<file path="src/rtl/fifth_root_multi_cycle_if.sv">
// Valid/ready bundle for the fifth-root block.
//   up_vld/up_rdy/up_data       : operand x in, unsigned, width bits
//   down_vld/down_rdy           : result handshake
//   down_root                   : r = floor(x^(1/5)), root_w bits
//   down_rem                    : x - r^5, width bits
// slave modport is the block side, master modport is the producer/consumer side.
interface fifth_root_multi_cycle_if #(
    parameter int width = 12
);
    localparam int root_w = (width + 4) / 5;

    logic              up_vld;
    logic              up_rdy;
    logic [width-1:0]  up_data;
    logic              down_vld;
    logic              down_rdy;
    logic [root_w-1:0] down_root;
    logic [width-1:0]  down_rem;

    modport slave (
        input  up_vld, up_data, down_rdy,
        output up_rdy, down_vld, down_root, down_rem
    );

    modport master (
        output up_vld, up_data, down_rdy,
        input  up_rdy, down_vld, down_root, down_rem
    );
endinterface

</file>
<file path="src/rtl/fifth_root_multi_cycle.sv">
// Multi-cycle integer fifth root: r = floor(x^(1/5)), rem = x - r^5.
// Bit-serial binary search from the MSB of r; each candidate is raised to the
// fifth power with one shared multiplier over four cycles.
// Ports:
//   clk  : clock, all flops on posedge
//   rst  : synchronous active-high reset
//   bus  : valid/ready bundle (slave side), see fifth_root_multi_cycle_if
//
// state | meaning
// IDLE  | waiting for x, up_rdy high
// LOAD  | form candidate res | (1<<b), seed acc with it
// MUL   | acc *= cand, four passes give cand^5
// CMP   | keep candidate if cand^5 <= x, step to next bit or finish
// DONE  | result presented, held until down_rdy
module fifth_root_multi_cycle #(
    parameter int width = 12
) (
    input  logic                     clk,
    input  logic                     rst,
    fifth_root_multi_cycle_if.slave  bus
);
    localparam int root_w = (width + 4) / 5;
    localparam int acc_w  = 5 * root_w;
    localparam int bidx_w = (root_w > 1) ? $clog2(root_w) : 1;

    typedef enum logic [2:0] {
        S_IDLE,
        S_LOAD,
        S_MUL,
        S_CMP,
        S_DONE
    } state_t;

    state_t              r_state;
    state_t              w_next;

    logic [width-1:0]    r_x;
    logic [root_w-1:0]   r_res;
    logic [root_w-1:0]   r_cand;
    logic [acc_w-1:0]    r_acc;
    logic [acc_w-1:0]    r_best;
    logic [bidx_w-1:0]   r_b;
    logic [1:0]          r_k;
    logic [root_w-1:0]   r_root;
    logic [width-1:0]    r_rem;

    logic [root_w-1:0]   w_cand;
    logic                w_fits;
    logic [root_w-1:0]   w_final_root;
    logic [acc_w-1:0]    w_final_best;
    logic [acc_w-1:0]    w_x_ext;

    assign w_cand  = r_res | (root_w'(1) << r_b);
    assign w_x_ext = {{(acc_w - width){1'b0}}, r_x};
    assign w_fits  = (r_acc <= w_x_ext);

    // Outcome of the last CMP; best never exceeds x, so its low bits carry the full value.
    assign w_final_root = w_fits ? r_cand : r_res;
    assign w_final_best = w_fits ? r_acc  : r_best;

    always_ff @(posedge clk) begin
        if (rst) begin
            r_state <= S_IDLE;
        end else begin
            r_state <= w_next;
        end
    end

    always_comb begin
        w_next = r_state;
        case (r_state)
            S_IDLE:  if (bus.up_vld) w_next = S_LOAD;
            S_LOAD:  w_next = S_MUL;
            S_MUL:   if (r_k == 2'd3) w_next = S_CMP;
            S_CMP:   w_next = (r_b == '0) ? S_DONE : S_LOAD;
            S_DONE:  if (bus.down_rdy) w_next = S_IDLE;
            default: w_next = S_IDLE;
        endcase
    end

    always_ff @(posedge clk) begin
        if (rst) begin
            r_x    <= '0;
            r_res  <= '0;
            r_cand <= '0;
            r_acc  <= '0;
            r_best <= '0;
            r_b    <= '0;
            r_k    <= '0;
            r_root <= '0;
            r_rem  <= '0;
        end else begin
            case (r_state)
                S_IDLE: begin
                    if (bus.up_vld) begin
                        r_x    <= bus.up_data;
                        r_res  <= '0;
                        r_best <= '0;
                        r_b    <= bidx_w'(root_w - 1);
                    end
                end
                S_LOAD: begin
                    r_cand <= w_cand;
                    r_acc  <= {{(acc_w - root_w){1'b0}}, w_cand};
                    r_k    <= '0;
                end
                S_MUL: begin
                    // cand < 2^root_w, so cand^5 fits in acc_w bits and truncation never bites.
                    r_acc <= r_acc * {{(acc_w - root_w){1'b0}}, r_cand};
                    r_k   <= r_k + 2'd1;
                end
                S_CMP: begin
                    if (w_fits) begin
                        r_res  <= r_cand;
                        r_best <= r_acc;
                    end
                    if (r_b == '0) begin
                        r_root <= w_final_root;
                        r_rem  <= r_x - w_final_best[width-1:0];
                    end else begin
                        r_b <= r_b - bidx_w'(1);
                    end
                end
                default: ;
            endcase
        end
    end

    assign bus.up_rdy    = (r_state == S_IDLE);
    assign bus.down_vld  = (r_state == S_DONE);
    assign bus.down_root = r_root;
    assign bus.down_rem  = r_rem;
endmodule
</file>
<file path="src/flat_wrapper.sv">
// flat-port wrapper written by rule: the top's interface ports become plain ports
module fifth_root_multi_cycle_flat 
#(
    parameter int width = 12
)
  (clk, rst, bus_up_vld, bus_up_data, bus_down_rdy, bus_up_rdy, bus_down_vld, bus_down_root, bus_down_rem);
  fifth_root_multi_cycle_if #(.width(width)) bus_i ();
  input  logic clk;
  input  logic rst;
  input wire logic [$bits(bus_i.up_vld)-1:0] bus_up_vld;
  input wire logic [$bits(bus_i.up_data)-1:0] bus_up_data;
  input wire logic [$bits(bus_i.down_rdy)-1:0] bus_down_rdy;
  output wire logic [$bits(bus_i.up_rdy)-1:0] bus_up_rdy;
  output wire logic [$bits(bus_i.down_vld)-1:0] bus_down_vld;
  output wire logic [$bits(bus_i.down_root)-1:0] bus_down_root;
  output wire logic [$bits(bus_i.down_rem)-1:0] bus_down_rem;
  assign bus_i.up_vld = bus_up_vld;
  assign bus_i.up_data = bus_up_data;
  assign bus_i.down_rdy = bus_down_rdy;
  assign bus_up_rdy = bus_i.up_rdy;
  assign bus_down_vld = bus_i.down_vld;
  assign bus_down_root = bus_i.down_root;
  assign bus_down_rem = bus_i.down_rem;
  fifth_root_multi_cycle #(.width(width)) u_core (.clk(clk), .rst(rst), .bus(bus_i));
endmodule
</file>
<file path="config.mk">
export PLATFORM = sky130hd
export DESIGN_NAME = fifth_root_multi_cycle_flat
export DESIGN_NICKNAME = d
export VERILOG_FILES = /design/src/rtl/fifth_root_multi_cycle_if.sv /design/src/rtl/fifth_root_multi_cycle.sv /design/src/flat_wrapper.sv
export SDC_FILE = /design/constraint.sdc
export NUM_CORES = 1
export LEC_CHECK = 0
export BUFFER_PORTS_ARGS = -buffer_cell sky130_fd_sc_hd__buf_2
export CAP_MARGIN = 30
export CORE_ASPECT_RATIO = 0.9
export CORE_MARGIN = 2
export CORE_UTILIZATION = 50
export CTS_CLUSTER_DIAMETER = 30
export DETAILED_ROUTE_END_ITERATION = 10
export GPL_TIMING_DRIVEN = 0
export PLACE_DENSITY = 0.75
export SYNTH_ARGS = -nofsm -noshare
export SYNTH_HDL_FRONTEND = slang
export SYNTH_SLANG_ARGS = --single-unit
</file>
<file path="constraint.sdc">
create_clock -name clk -period 8.6 [get_ports clk]
set_input_delay 1.29 -clock clk [delete_from_list [all_inputs] [get_ports clk]]
set_output_delay 1.29 -clock clk [all_outputs]
set_load 0.005 [all_outputs]
</file>
==> flow_summary_export.csv <==
group,metric,value,unit
global_routing,grt_start_max_net_pins,11,
setup_path,cp.required,8810,ps
sta,clock_skew,13.0,ps
global_routing,grt_pass1_wl,19.9,mm
logic_synthesis,synth_seq_cells,67,
sta,layout_min_cycle_time,4980,ps
sta,relSlewSlack,50.0,%
setup_path,worstPathMaxFanout,10,
floorplan,start_util,51.6,%
global_routing,grt-ovfl-total,0,
clock_tree,cts_setup_buffers,0,
logic_synthesis,synth_cell_types,64,
route,drtIter0Drc,380,
global_routing,grt_pass1_vias,4064,
job,cap_violations,0,
sta,timing.hold.ws,467,ps
min_path,hold_depth,2,
min_path,hold_path.class,"flop to flop",
setup_path,crit_arrival,5190,ps
route,finalWirelength,12.3,mm
route,drt.antenna.violating_nets,0,
setup_path,path_class,"flop to flop",
route,viasPerCell,5.82,
logic_synthesis,syn_inst,588,
setup_path,reg2regPathDepth,20,
clock_tree,ctsHoldBuffers,0,
route,vias,4405,
setup_path,ff2ff_setup_slack,3620,ps
finish,fin_area,5210,µm²
sta,rsz0062_at_grt,"no",
sta,final-setup-viol-count,0,
finish,fill_cells,856,
clock_tree,clockBufferDepth,2,
placed_design,placed_area,5050,µm²
route,drc_errors,0,
sta,fin_crit_sh,57.9,%
finish,drive_gt1_share,12.1,%
floorplan,fp.dieH,96.3,µm
sta,fmax,201,MHz
setup_path,cp-end-kind,"flop",
finish,fin_nets,695,
logic_synthesis,avgSynthCellArea,8.05,µm²
global_routing,track_usage,25.0,%
sta,tightest_slew,729,ps
run_status,status,"complete, no violations",
route,drt_pass1_iterations,5,
placed_design,numPortBuffers,32,
logic_synthesis,synth_ff_type,"dfxtp_1",
floorplan,io_pins,33,
clock_tree,htree_levels,3,
route,wl_per_cell,16.2,µm
clock_tree,path_clk_slew,80,ps
floorplan,core,9170,µm²
clock_tree,clock-root-buffer,"clkbuf_8",
finish,area_growth,9.99,%
placed_design,dp_hpwl,9.41,mm
power,peakVddDrop,169,µV
clock_tree,cts_buffers,9,
sta,setup-tns-final,0,ps
finish,final_common_cell,"nand2_1",
sta,slew_violations,0,
logic_synthesis,ys.warnings.count,0,
clock_tree,cts_resized,0,
floorplan,fp.dieW,107,µm
logic_synthesis,syn_area,4730,µm²
placed_design,place_congestion,0.917,
finish,final_cell_mix,"nand2_1, dfxtp_1, nor2_1, inv_1, a21oi_1",
finish,num_antenna_cells,0,
logic_synthesis,synth.net_count,652,
clock_tree,cts_tree,"built",
clock_tree,cts_sinks,67,
logic_synthesis,async_reset_ff_share,0,%
global_routing,grt_antenna_before_repair,0,
floorplan,die_area,10300,µm²
power,power_density,244,nW/µm²
logic_synthesis,synth_edf_count,0,
sta,final-hold-violation-count,0,
floorplan,rows,33,
power,leakagePower,2.09,nW
clock_tree,clock_latency,350,ps
setup_path,start_kind,"flop",
logic_synthesis,ys_seq_area_share,28.3,%
registers in the layout, summed over array words and instances, names as in the netlist, 3 cells and up:
name,flops
u_core.bus.down_rem,12
u_core.bus.down_root,3
u_core.r_acc,15
u_core.r_best,12
u_core.r_cand,3
u_core.r_res,3
u_core.r_state,3
u_core.r_x,12
synth_stat cells (3+ instances only):
cell type  number  share of area, %
ha_1           34               9.0
inv_1          50               4.0
xor2_1          3              0.56
o211ai_1        4              0.63
dfxtp_1        67                28
a21oi_2         3              0.56
nor2_1         53               4.2
a31oi_1        12               1.6
clkbuf_1       28               2.2
o21ai_0        10               1.1
nor3_1          8              0.85
nand2_1        90               7.1
a211oi_1       10               1.6
fa_1           14               5.9
nand2b_1        3              0.40
and2_1         10               1.3
a31o_2          4              0.74
xnor2_1        22               4.1
nand3_1        23               2.4
nor3_2          3              0.63
mux2i_1        10               2.1
a22oi_1        11               1.7
nand4_1         5              0.66
o31ai_1         3              0.48
nand3b_1        4              0.63
a21oi_1        47               5.0
mux2i_4         3               1.4
o21bai_1        6              0.95
a21o_1          4              0.63
per-layer routing:
metal / GRT usage, % / vias to the layer above / wire length [µm]
met5: 0 / - / 0
met4: 5.52 / 0 / 83
met3: 5.01 / 8 / 886
met2: 41.0 / 148 / 5690
met1: 34.3 / 2141 / 5610
li1: - / 2108 / -
worst max-delay path: stages, from the launching register on:
cell and delay, ps:
dfxtp_1 310, clkbuf_1 310, inv_1 120, ha_1 320
nand4_1 170, a21oi_2 240, o211ai_4 150, nand2_8 150
buf_1 550, o21ai_0 320, ha_1 290, inv_1 60
a21o_1 160, nor2_1 60, a21oi_2 150, o211ai_2 160
a311oi_2 450, a31oi_1 210, o31ai_1 390, xnor2_1 160
a21oi_1 80
cells by family after synthesis:
family | Yosys count | share of synthesized area (%)
buf+inv | 80 | 6.34
flops | 67 | 28.3
fa+ha+maj | 50 | 15.3
xor+xnor | 25 | 4.63
simple gates | 217 | 21.6
compound gates | 133 | 19.4
mux | 16 | 4.31
stage by stage:
| stage | cells | worst slack (ps) | util (%) | power [W] |
|---|---|---|---|---|
| finish | 757 | 3620 | 56.8 | 0.00127 |
| detailed placement | 742 | 3800 | 55.1 | 0.00103 |
| global route | 757 | 3260 | 56.8 | 0.00136 |
| CTS | 757 | 3760 | 56.8 | 0.00126 |
| global placement | 742 | 3950 | 55.1 | 0.00101 |
| floorplan | 588 | 4520 | - | 0.000878 |
power by group:
group | internal (W) | switching, W
Combinational | 0.000249 | 0.000420
Sequential | 0.000347 | 0.0000253
Clock | 0.000110 | 0.000121
Total | 0.000706 | 0.000567
layout make-up:
cell class                      count  area (µm²)  share of cell area (%)
Clock inverter                      3        15.0                   0.288
Tap cell                          122         153                    2.93
Clock buffer                       12         145                    2.79
Inverter                           50         188                    3.60
Timing Repair Buffer               32         160                    3.08
Multi-Input combinational cell    441        3090                    59.4
Sequential cell                    67        1340                    25.8
Buffer                             30         113                    2.16
worst paths after layout:
path / from / endpoint
worst min register to register: u_core.r_x[11] / u_core.r_x[11]
worst max register to register: u_core.r_x[4] / u_core.bus.down_rem[11]
worst min-delay path: u_core.r_x[11] / u_core.r_x[11]
worst max-delay path: u_core.r_x[4] / u_core.bus.down_rem[11]
No activity file was read; power rests on OpenSTA's default activity.
